$ cat src/rtl/led_rotator.sv
// Accepts a 5-bit pattern over a valid/ready handshake, then rotates it one
// bit per prescaler tick for ROT_STEPS steps before pulsing done.
module led_rotator #(
    parameter int PRESC_BITS = 22,
    parameter int ROT_STEPS  = 5
) (
    input  logic       clk,
    input  logic       rst,
    input  logic [4:0] data,
    input  logic       data_valid,
    output logic       data_ready,
    input  logic       dir,
    output logic [4:0] leds,
    output logic       busy,
    output logic       done
);

    localparam logic [1:0] IDLE   = 2'd0;
    localparam logic [1:0] RUN    = 2'd1;
    localparam logic [1:0] FINISH = 2'd2;

    localparam logic [3:0] LAST_STEP = 4'(ROT_STEPS);

    logic [1:0]            state_q, state_d;
    logic [4:0]            leds_q, leds_d;
    logic [PRESC_BITS-1:0] presc_q, presc_d;
    logic [3:0]            step_q, step_d;
    logic                  dir_q, dir_d;
    logic                  tick;

    assign tick = (presc_q == {PRESC_BITS{1'b1}});

    always_comb begin
        state_d = state_q;
        leds_d  = leds_q;
        presc_d = '0;
        step_d  = step_q;
        dir_d   = dir_q;
        case (state_q)
            IDLE: begin
                if (data_valid) begin
                    leds_d  = data;
                    dir_d   = dir;
                    step_d  = 4'd0;
                    state_d = RUN;
                end
            end
            RUN: begin
                // The step-count test precedes the tick so no rotation can
                // sneak in once the last step has been taken.
                if (step_q == LAST_STEP) begin
                    state_d = FINISH;
                end else begin
                    presc_d = presc_q + 1'b1;
                    if (tick) begin
                        leds_d = dir_q ? {leds_q[0], leds_q[4:1]}
                                       : {leds_q[3:0], leds_q[4]};
                        step_d = step_q + 4'd1;
                    end
                end
            end
            FINISH: begin
                state_d = IDLE;
            end
            default: begin
                state_d = IDLE;
            end
        endcase
    end

    always_ff @(posedge clk) begin
        if (rst) begin
            state_q <= IDLE;
            leds_q  <= 5'b00000;
            presc_q <= '0;
            step_q  <= 4'd0;
            dir_q   <= 1'b0;
        end else begin
            state_q <= state_d;
            leds_q  <= leds_d;
            presc_q <= presc_d;
            step_q  <= step_d;
            dir_q   <= dir_d;
        end
    end

    assign data_ready = (state_q == IDLE);
    assign busy       = (state_q == RUN);
    assign done       = (state_q == FINISH);
    assign leds       = leds_q;

endmodule
$ cat config.mk
export PLATFORM = sky130hd
export DESIGN_NAME = led_rotator
export DESIGN_NICKNAME = d
export VERILOG_FILES = /design/src/rtl/led_rotator.sv
export SDC_FILE = /design/constraint.sdc
export NUM_CORES = 1
export LEC_CHECK = 0
export CAP_MARGIN = 0
export CORE_MARGIN = 2
export CORE_UTILIZATION = 50
export CTS_CLUSTER_SIZE = 14
export DETAILED_ROUTE_END_ITERATION = 6
export DONT_BUFFER_PORTS = 1
export GPL_TIMING_DRIVEN = 0
export PLACE_DENSITY = 0.75
export SETUP_SLACK_MARGIN = 0.5
export SLEW_MARGIN = 30
export SYNTH_ARGS = -nofsm -noshare
export SYNTH_HDL_FRONTEND = slang
export SYNTH_SLANG_ARGS = --single-unit
export TNS_END_PERCENT = 20
$ cat constraint.sdc
create_clock -name clk -period 1.5 [get_ports clk]
set_input_delay 0.3 -clock clk [delete_from_list [all_inputs] [get_ports clk]]
set_output_delay 0.3 -clock clk [all_outputs]
set_load 0.01 [all_outputs]
==> out/results.tsv <==
stage	metric	value	unit
status	status	finished, violations left	
status	failing checks	setup timing	
synthesis	ys async rst share	0	%
detailed_routing	Vias	1454	
timing	Clock Skews	0.0176	ns
placement	gp weighted congestion	0.751	
global_route	global route overflow	0	
pwr	Power, Total	1.97	mW
synthesis	mapped cell area	1680	µm²
timing	fin worst setup slack	-0.101	ns
detailed_routing	DR iter-0 viols	57	
worst_setup_path	CP Data Required Time	1.75	ns
floorplanning	Die H	62.0	µm
worst_setup_path	startpoint types	flip-flop	
clocking	TritonCTS clock tree	yes	
pwr	VDD IR max	900	µV
layout	most common cell after layout, fill and taps aside	nand2_1	
pwr	NetSw	0.459	mW
synthesis	Synth Flop Type	dfxtp_1	
layout	number of diodes	0	
detailed_routing	Wirelength per Cell	14.9	µm
pwr	part of the power in combinational logic	8.3	%
clocking	clock slew seen by the registers of the worst setup and hold paths	0.12	ns
synthesis	syn avg cell area	9.05	µm²
synthesis	Seq/Total Area, Yosys	40.4	%
worst_hold_path	Hold Path Depth	1	
layout	post-route cell area	2080	µm²
floorplanning	number of cell rows	21	
timing	worst-margin pin slew	0.422	ns
layout	area delta synth->final	23.5	%
global_route	initial antenna violation count	0	
timing	relative slew slack	71.9	%
synthesis	Synth Register Bits	34	
timing	RSZ-0062 raised after global routing	true	
clocking	clock root buffer	clkbuf_4	
worst_setup_path	Crit. End Element	flip-flop	
timing	final setup fails	15	
floorplanning	die area	3850	µm²
synthesis	Syn Nets	198	
clocking	Sink Count	34	
placement	pre-CTS WS	-0.221	ns
pwr	Reg power frac	48.4	%
layout	share of cells above drive strength 1	29.9	%
timing	Final Max Slew Viols	0	
pwr	static leakage	0.750	nW
synthesis	Synth cell types	37	
global_route	pin count of the biggest net entering global routing	13	
timing	Fin. Hold Viols	0	
pwr	PwrDens	949	nW/µm²
clocking	H-Tree Depth	2	
timing	crit share post-route	107	%
clocking	total CTS buffers	5	
floorplanning	I/O pin cnt	17	
worst_setup_path	R2R cell count	7	
global_route	first-pass GRT wire length	5750	µm
timing	fin crit period	1.60	ns
synthesis	EDFF count, synth	0	
pwr	Clk pwr share	43.3	%
clocking	worst skew pair latency	0.36	ns
worst_hold_path	Hold Path Class	input pin to flip-flop	
detailed_routing	TritonRoute pass-1 iters	4	
timing	f_max	625	MHz
layout	Nets	215	
detailed_routing	Via-to-Cell Ratio	5.82	
floorplanning	chip width	62.0	µm
worst_setup_path	Worst Path Max Fanout	8	
floorplanning	core area	3280	µm²
detailed_routing	# DRC	0	
global_route	vias in the first global route	1310	
run	max-cap violations	0	
pwr	Int Power	1.51	mW
global_route	overall global routing resource usage	20.8	%
floorplanning	Initial Util	51.2	%
placement	Port Buffers	0	
placement	Placement Cell Area	1760	µm²
detailed_routing	Detail Route Antenna Nets	0	
detailed_routing	final WL	3720	µm
pwr	Sw Share	23.3	%
synthesis	Synth Warn #	0	
synthesis	Syn Inst Count	186	
clocking	Clock Tree Buf Depth	2	
layout	most frequent cells in the layout	21 x nand2_1, 19 x dfxtp_1, 14 x nor2_1	
worst_setup_path	worst setup path class	flip-flop to flip-flop	
worst_setup_path	Worst EP arrival	1.86	ns
placement	DP HPWL	2500	µm
-- state kept, by name (all words and copies together), names as in the netlist --
register	flops
state_q	2
step_q	4
dir_q	1
leds	5
presc_q	22
-- critical path, cell delays in order (launching register included) --
cell     delay, ns
dfxtp_4       0.38
ha_4          0.13
and4_1        0.20
buf_6         0.13
nand4_1       0.12
o21a_1        0.20
buf_6         0.14
a32o_1        0.21
-- Yosys cell counts (all sizes together) (5+ instances only) --
cell type / instances / area, µm²
dfxtp: 34 / 681
nand3: 6 / 35.0
a21oi: 8 / 40.0
nand2: 24 / 97.6
clkbuf: 5 / 28.8
mux2i: 12 / 120
or4: 6 / 45.0
nand4: 8 / 50.1
xor2: 10 / 87.6
o31ai: 8 / 60.1
o211ai: 5 / 37.5
nor2: 16 / 60.1
-- power by group through the flow --
| stage | Clock [mW] | Combinational (mW) | Sequential, mW |
|---|---|---|---|
| after floorplan | 0 | 0.112 | 0.971 |
| after global placement | 0 | 0.130 | 0.977 |
| after detailed placement | 0 | 0.138 | 0.979 |
| after CTS | 0.859 | 0.154 | 0.958 |
| after global routing | 0.905 | 0.181 | 0.959 |
| final | 0.854 | 0.165 | 0.954 |
-- per-layer routing --
layer	wire [µm]	vias up	global-route usage [%]
li1	-	709	-
met1	1540	707	23.8
met2	1940	31	35.6
met3	168	7	7.66
met4	67	0	6.99
met5	0	-	0
-- area by class of cell --
type                    instances  area [µm²]
clock buffers                   5        37.5
flip-flops and latches         34         717
inverters                       4        15.0
plain buffers                   9        95.1
well taps                      46        57.6
clock inverters                 3        68.8
multi-input cells             139        1010
repair buffers                 10        77.6
fillers                       265        1210
-- through the flow --
| step | TNS, ns | util [%] | cells | hold slack (ns) |
|---|---|---|---|---|
| 5_1_grt | -1.49 | 63.3 | 250 | 0.00947 |
| 2_1_floorplan | -0.0376 | - | 186 | 0.369 |
| 6_report | -0.500 | 63.3 | 250 | 0.0217 |
| 3_3_place_gp | -1.12 | 53.7 | 232 | 0.370 |
| 3_5_place_dp | -2.04 | 53.7 | 232 | 0.377 |
| 4_1_cts | -0.625 | 60.6 | 246 | 0.0418 |
-- kinds of logic (layout without fill, tap and decap cells) --
logic type      count (synthesis)  after routing  share of synthesized area (%)
buf+inv                        13             31                           5.28
flops                          34             34                           40.4
xor+xnor                       11             11                           5.72
simple gates                   83             83                           26.9
fa+ha+maj                       3              3                           2.23
mux                            12             12                           7.14
compound gates                 30             30                           12.3
-- final timing paths --
path,from,to,slack [ns]
setup / recovery,presc_q[1]$_SDFF_PP0_,step_q[2]$_SDFFE_PP0P_,-0.10
hold / removal,rst,state_q[0]$_SDFFE_PP0P_,0.02
setup reg to reg,presc_q[1]$_SDFF_PP0_,step_q[2]$_SDFFE_PP0P_,-0.10
hold reg to reg,presc_q[0]$_SDFF_PP0_,presc_q[0]$_SDFF_PP0_,0.45
-- repair_timing --
item | CTS | global route
hold buffers | 1 | 0
setup buffers | 5 | 4
cloned | 0 | 0
hold endpoints to repair | 1 | 0
setup endpoints to repair | 42 | 42
gates resized for setup | 28 | 19
pin swaps | 8 | 6
(Power assumes the default switching activity.)
